File: config.mk
export PLATFORM = sky130hd
export DESIGN_NAME = pipe_reg
export DESIGN_NICKNAME = d
export VERILOG_FILES = /design/src/rtl/pipe_reg.sv
export SDC_FILE = /design/constraint.sdc
export NUM_CORES = 1
export LEC_CHECK = 0
export ABC_AREA = 1
export BUFFER_PORTS_ARGS = -buffer_cell sky130_fd_sc_hd__buf_2
export CAP_MARGIN = 20
export CORE_ASPECT_RATIO = 0.8
export CORE_MARGIN = 2
export CORE_UTILIZATION = 45
export CTS_BUF_LIST = sky130_fd_sc_hd__clkbuf_16
export CTS_CLUSTER_DIAMETER = 60
export DETAILED_ROUTE_END_ITERATION = 8
export PLACE_DENSITY = 0.73
export SYNTH_ARGS = -nofsm -noshare
export SYNTH_HDL_FRONTEND = slang
export SYNTH_SLANG_ARGS = --single-unit
File: constraint.sdc
create_clock -name clk -period 1.1 [get_ports clk]
set_clock_uncertainty 0.2 [all_clocks]
set_input_delay 0.055 -clock clk [delete_from_list [all_inputs] [get_ports clk]]
set_output_delay 0.055 -clock clk [all_outputs]
set_load 0.005 [all_outputs]
File: src/rtl/pipe_reg.sv
// pipe_reg: N-bit, DEPTH-stage elastic pipeline register with per-stage valid bits.
//
// Every stage holds a data word and a valid bit. Words move under a valid/ready
// handshake, and bubbles collapse: a stage advances whenever its successor is empty
// or is itself advancing. Words leave in strict FIFO order.
//
// Parameters:
//   N      data width in bits (>= 1)
//   DEPTH  number of register stages (>= 1); DEPTH = 1 is a single handshaked flop
//
// Ports:
//   clk        clock; all state updates on the rising edge
//   reset      synchronous, active-high; clears every valid bit and data register
//   flush      synchronous kill of all in-flight entries (data registers keep values)
//   in_valid   upstream presents a word on in
//   in_ready   pipe can accept this cycle (combinational through the advance chain)
//   in         upstream data word
//   out_valid  last stage holds a valid word
//   out_ready  downstream accepts this cycle
//   out        last-stage data word
//   occ        number of valid stages (only when PIPE_REG_OCC_EN is defined)
//
// Configuration macro:
//   PIPE_REG_OCC_EN  when defined, adds the registered occupancy counter and port occ.
//                    When undefined, the counter and port are absent; all other
//                    behaviour is unchanged.
//
// Priority of state updates: reset > flush > normal advance. While reset or flush is
// asserted no handshake takes effect, whatever in_ready/out_ready show.

module pipe_reg #(
  parameter int unsigned N     = 8,
  parameter int unsigned DEPTH = 2
) (
  input  logic         clk,
  input  logic         reset,
  input  logic         flush,
  input  logic         in_valid,
  output logic         in_ready,
  input  logic [N-1:0] in,
  output logic         out_valid,
  input  logic         out_ready,
  output logic [N-1:0] out
`ifdef PIPE_REG_OCC_EN
  ,
  output logic [$clog2(DEPTH+1)-1:0] occ
`endif
);

  // ---------------------------------------------------------------------------
  // Stage state
  // ---------------------------------------------------------------------------
  logic [N-1:0]     data_q [DEPTH];
  logic [N-1:0]     data_d [DEPTH];
  logic [DEPTH-1:0] v_q;
  logic [DEPTH-1:0] v_d;

  // adv[i]: stage i hands its word onward this cycle (to stage i+1, or out).
  // ld[i]:  stage i captures a new word this cycle.
  logic [DEPTH-1:0] adv;
  logic [DEPTH-1:0] ld;

  // ---------------------------------------------------------------------------
  // Advance chain, evaluated from the last stage back towards the input.
  // A running temporary carries adv[i+1] so the vector is never read while it is
  // being built; this keeps the chain a clean combinational ripple.
  // ---------------------------------------------------------------------------
  always_comb begin
    logic a;
    adv          = '0;
    a            = v_q[DEPTH-1] & out_ready;
    adv[DEPTH-1] = a;
    for (int i = int'(DEPTH) - 2; i >= 0; i--) begin
      a      = v_q[i] & (~v_q[i+1] | a);
      adv[i] = a;
    end
  end

  // Ready passes straight through a full pipe when the tail is draining, so a
  // full pipe with out_ready=1 still accepts a word every cycle.
  assign in_ready = ~v_q[0] | adv[0];

  // ---------------------------------------------------------------------------
  // Load terms: stage 0 loads from the input, stage i from stage i-1.
  // ---------------------------------------------------------------------------
  always_comb begin
    ld    = '0;
    ld[0] = in_valid & in_ready;
    for (int i = 1; i < int'(DEPTH); i++) begin
      ld[i] = adv[i-1];
    end
  end

  // ---------------------------------------------------------------------------
  // Next-state logic
  // ---------------------------------------------------------------------------
  always_comb begin
    for (int i = 0; i < int'(DEPTH); i++) begin
      data_d[i] = data_q[i];
    end
    v_d = v_q;

    if (reset) begin
      for (int i = 0; i < int'(DEPTH); i++) begin
        data_d[i] = '0;
      end
      v_d = '0;
    end else if (flush) begin
      // Kill in-flight entries only; data registers hold so out keeps its value.
      v_d = '0;
    end else begin
      for (int i = 0; i < int'(DEPTH); i++) begin
        if (ld[i]) begin
          data_d[i] = (i == 0) ? in : data_q[(i == 0) ? 0 : i - 1];
        end
        v_d[i] = ld[i] | (v_q[i] & ~adv[i]);
      end
    end
  end

  // Synchronous reset is folded into the next-state logic above.
  always_ff @(posedge clk) begin
    for (int i = 0; i < int'(DEPTH); i++) begin
      data_q[i] <= data_d[i];
    end
    v_q <= v_d;
  end

  // ---------------------------------------------------------------------------
  // Outputs
  // ---------------------------------------------------------------------------
  assign out       = data_q[DEPTH-1];
  assign out_valid = v_q[DEPTH-1];

`ifdef PIPE_REG_OCC_EN
  // ---------------------------------------------------------------------------
  // Occupancy counter: tracks the number of set valid bits. Accept and deliver
  // in the same cycle cancel out, so the count never exceeds DEPTH.
  // ---------------------------------------------------------------------------
  localparam int unsigned OccW = $clog2(DEPTH + 1);

  logic [OccW-1:0] occ_q;
  logic [OccW-1:0] occ_d;
  logic            occ_inc;
  logic            occ_dec;

  assign occ_inc = in_valid & in_ready;
  assign occ_dec = out_valid & out_ready;

  always_comb begin
    occ_d = occ_q;
    if (reset || flush) begin
      occ_d = '0;
    end else begin
      occ_d = occ_q + OccW'(occ_inc) - OccW'(occ_dec);
    end
  end

  always_ff @(posedge clk) begin
    occ_q <= occ_d;
  end

  assign occ = occ_q;
`endif

endmodule

Word-level counts from Yosys, hierarchy flattened

Memories as Yosys holds them, arrays and structs flattened.
Index checks and enable logic that the tools add are counted.
W data, S select, Z words.

Word-level logic and storage cells: 20
RAM bits: 16
Output and inout bits: 10
Memories kept: 1
Flip-flop bits (word level): 2

Mux-type cells: 4
Bitwise operators: 13
Reduce and logical (&&, ||, !) cells: 1

Memories:

| memory | words | width | rd ports | clocked after Yosys merged registers in | wr ports | RTL line | text |
|---|---|---|---|---|---|---|---|
| data_q | 2     | 8     | 2        | 0                                       | 2        | 53       | `logic [N-1:0] data_q [DEPTH];` |

Operator list:

| operator         | count |
|---|---|
| $mux W16         | 2 |
| $mux W8          | 2 |
| $and A1 B1 Y1    | 5 |
| $not A1 Y1       | 4 |
| $or A1 B1 Y1     | 4 |
| $reduce_or A2 Y1 | 1 |

Logic depth before layout (Yosys ltp)

Word-level depth: 8
Mapped depth: 6
Mapped depth without buffers: 5

Least setup slack after synthesis

Ideal clock, no wire load.

Path type: register -> register
Start point: register v_q[1]
End point: memory data_q[0][0]
Library setup time: 115 ps
Arrival time: 884 ps
Buffers on the path: 1
Stages on the path, launching flop included: 5
Path slack: -99 ps
Path through: dfxtp_1 nand3_2 buf_4 a21oi_1 nor2_1

RTL lines:

| item                     | RTL line | text |
|---|---|---|
| start: declaration       | 55       | `logic [DEPTH-1:0] v_q;` |
| start signal: assignment | 126      | `v_q <= v_d;` |
| end: declaration         | 53       |  |

==> run_results.csv <==
group,metric,value,unit
status,status,"complete, but fails checks",
status,failing_checks,"negative hold slack, negative setup slack",
global_routing,wire_length_of_the_first_global_routing_pass,2590,um
logic_synthesis,synth_async_sr_flop_share,0,
routing,drtAntennaViolNets,0,
timing,worstMarginPinSlew,0.552,ns
job,maxCapViolations,0,
critical_path,worst-path-max-fanout,16,
global_routing,grt.overflow.total,0,
critical_path,critPathBufInv,2,
logic_synthesis,netlist_area_before_placement,861,sq um
clocking,ctsHoldBuffers,8,
floorplan,ioPinCount,23,
cells_and_area,final_layout_size_suffix_gt1_frac,0.374,
hold_path,holdPathStages,3,
critical_path,max_stage_delay,0.36,ns
timing,timing.final.setup_violations,17,
logic_synthesis,synth_area_per_cell,7.55,sq um
critical_path,critPathLaunchType,"register",
floorplan,floorplan.die.height,43.1,um
cells_and_area,area_delta_synth_final,43.5,%
timing,slew_violations,0,
floorplan,initial_cell_density_of_the_core,0.468,
critical_path,ff2ff_setup_slack,-0.07,ns
timing,unrepaired_setup_endpoints_after_global_routing,"true",
clocking,tritoncts.num_buffers,3,
routing,routedWlPerCell,11.1,um
critical_path,worst-path-stages,6,
timing,hold_viol,2,
logic_synthesis,synthFlopType,"sky130_fd_sc_hd__dfxtp_1",
power_and_ir_drop,power.leakage,0.000576,uW
clocking,ctsLongestPathBuffers,2,
cells_and_area,stdcell_area,0.00123,sq mm
critical_path,critical-path-slowest-cell,"sky130_fd_sc_hd__dfxtp_2",
routing,vias_per_cell,4.68,
logic_synthesis,yosys_register_bits,18,
cells_and_area,multi_input_comb_area,434,sq um
clocking,number_of_levels_the_h_tree_was_split_into,1,
floorplan,core.rowCount,14,
placement,placed_area,958,sq um
timing,setup_tns,-0.807,ns
critical_path,crit_path_cell_trace,"inv_2, nor2_4, buf_12, nand3b_1, nand2_1, nor2_1",
logic_synthesis,syn_nets,127,
power_and_ir_drop,power_per_cell_area,1320,mW/mm^2
critical_path,worst_path_dominant_cell_family,"flip-flops",
timing,fin_worst_hold_slack,-0.118,ns
timing,final.min_clock_period,1.17,ns
critical_path,endpoint_kind,"register",
timing,max_clock_freq,857,MHz
logic_synthesis,ys_seq_area_frac,0.419,
timing,max_slew_margin,0.631,
hold_path,timing.hold.worst.class,"in -> reg",
floorplan,floorplan.die_area,0.00228,sq mm
critical_path,worst-endpoint-arrival,1.11,ns
logic_synthesis,synth_warn,0,
floorplan,core-area,0.00184,sq mm
placement,portBuffers,22,
timing,post-route-worst-setup-slack,-0.0668,ns
cells_and_area,fillCellCount,144,
routing,drtPass1Iterations,5,
logic_synthesis,synthDistinctLibCells,15,
critical_path,setup.worst_path.class,"reg -> reg",
global_routing,via_count_of_the_first_global_routing_pass,597,
global_routing,grt_antenna_before_repair,0,
global_routing,grtUsageTotal,0.157,
floorplan,fp.dieW,52.9,um
routing,vias,763,
clocking,tritoncts,"built",
placement,globalplace.congestion,0.699,
placement,dpl.hpwl,1040,um
routing,aggregate_routed_wire_length,1810,um
logic_synthesis,synth_enable_flop_cells,0,
cells_and_area,finalNetCount,153,
clocking,cts_num_sinks,18,
logic_synthesis,postSynthCellCount,114,
critical_path,worst-r2r-cell-count,6,
clocking,clk_pin_slew,0.05,ns
clocking,root_buffer,"sky130_fd_sc_hd__clkbuf_16",
routing,final_routed_drc_violation_total,0,
cells_and_area,register_area,365,sq um
power_and_ir_drop,vdd.ir_drop.worst,1.12,mV
cells_and_area,antenna_cells,0,
global_routing,grt_max_degree,18,
critical_path,worst_ep_required_time,1.04,ns
timing,finalCritPeriodShare,1.06,
routing,detailedRoute.firstIterationViolations,9,
clocking,worst_skew_pair.late_latency,0.25,ns
## kinds of logic (layout without fill, tap and decap cells)
kind of cell,after synthesis,in the layout,synth area share
AND/OR/NAND/NOR,53,53,0.308
buffers and inverters,25,50,0.169
AO/OA/AOI/OAI,18,18,0.105
flip-flops,18,18,0.419
## layout make-up
class	count	share of cell area
well taps	24	0.0243
clock buffers	3	0.0608
inverters	12	0.0365
repair buffers	34	0.228
multi-input cells	71	0.352
clock inverters	1	0.00304
flip-flops and latches	18	0.296
## worst min-delay path, cell delays in order
cell and delay (ns):
sky130_fd_sc_hd__buf_2 0.09, sky130_fd_sc_hd__or2_2 0.12, sky130_fd_sc_hd__a21oi_2 0.04
## final timing paths
check,start,end
max,v_q[0]$_SDFF_PP0_,data_q[0][8]$_SDFFE_PP0P_
min,reset,v_q[0]$_SDFF_PP0_
max reg2reg,v_q[0]$_SDFF_PP0_,data_q[0][8]$_SDFFE_PP0P_
min reg2reg,data_q[0][15]$_SDFFE_PP0P_,data_q[0][15]$_SDFFE_PP0P_
## cell usage after synthesis (2+ instances only)
master                     count  area share
sky130_fd_sc_hd__nand3_1       8       0.047
sky130_fd_sc_hd__inv_1        11       0.048
sky130_fd_sc_hd__buf_6         2       0.026
sky130_fd_sc_hd__nand3b_1      8       0.070
sky130_fd_sc_hd__buf_4         9       0.078
sky130_fd_sc_hd__nor2_1       16       0.070
sky130_fd_sc_hd__nand2_1      16       0.070
sky130_fd_sc_hd__buf_2         2       0.012
sky130_fd_sc_hd__dfxtp_1      18        0.42
sky130_fd_sc_hd__a21oi_1      18        0.10
sky130_fd_sc_hd__nor2_4        2       0.026
## routing by layer
| layer | global-route usage | share of wire |
|---|---|---|
| met1 | 0.219 | 0.48 |
| met2 | 0.228 | 0.45 |
| met3 | 0.0528 | 0.056 |
| met4 | 0.0462 | 0.0088 |
| met5 | 0 | 0 |
## cell usage in the layout (no fill, tap or decap)
cell / n
sky130_fd_sc_hd__a21oi_4: 1
sky130_fd_sc_hd__inv_1: 11
sky130_fd_sc_hd__dlygate4sd3_1: 8
sky130_fd_sc_hd__dfxtp_4: 1
sky130_fd_sc_hd__nand3b_1: 8
sky130_fd_sc_hd__clkinv_1: 1
sky130_fd_sc_hd__buf_12: 3
sky130_fd_sc_hd__nand2_1: 15
sky130_fd_sc_hd__nor2_1: 15
sky130_fd_sc_hd__nor2_2: 1
sky130_fd_sc_hd__dfxtp_2: 1
sky130_fd_sc_hd__nand3_2: 4
sky130_fd_sc_hd__dfxtp_1: 16
sky130_fd_sc_hd__nor2_4: 2
sky130_fd_sc_hd__buf_6: 1
sky130_fd_sc_hd__a21oi_1: 9
sky130_fd_sc_hd__or2_2: 1
sky130_fd_sc_hd__a21oi_2: 8
sky130_fd_sc_hd__inv_2: 1
sky130_fd_sc_hd__nand2_2: 1
sky130_fd_sc_hd__nand3_1: 4
sky130_fd_sc_hd__nand2_4: 1
sky130_fd_sc_hd__clkbuf_16: 4
sky130_fd_sc_hd__buf_2: 21
sky130_fd_sc_hd__nand3_4: 1
## registers in the layout, indices dropped and copies added (netlist names)
| name | flops |
|---|---|
| data_q | 16 |
| v_q | 2 |
## power by group
| group | leakage [uW] | switching, uW | internal [uW] | total (uW) |
|---|---|---|---|---|
| registers | 0.000149 | 21.8 | 684 | 706 |
| logic | 0.000388 | 94.3 | 108 | 203 |
| clock network | 0.0000385 | 238 | 483 | 721 |
## metrics by stage
step                power [uW]  utilization  hold WS, ns  setup WS [ns]  cells
floorplan                  829            -       0.0147        -0.0462    114
global placement           867        0.521        0.121        -0.0211    149
detailed placement         872        0.521        0.123        -0.0448    149
CTS                       1620        0.631       -0.139        -0.0634    162
global route              1700        0.671       -0.111         -0.147    163
finish                    1630        0.671       -0.118        -0.0668    163
## what timing repair did
item	in CTS	in global routing
hold endpoints to repair	10	2
pin swaps	0	4
cloned	0	1
gates resized for setup	6	11
endpoints found under the setup margin	13	17
setup buffers	1	0
Note: power is estimated with default switching activity, not from simulation.
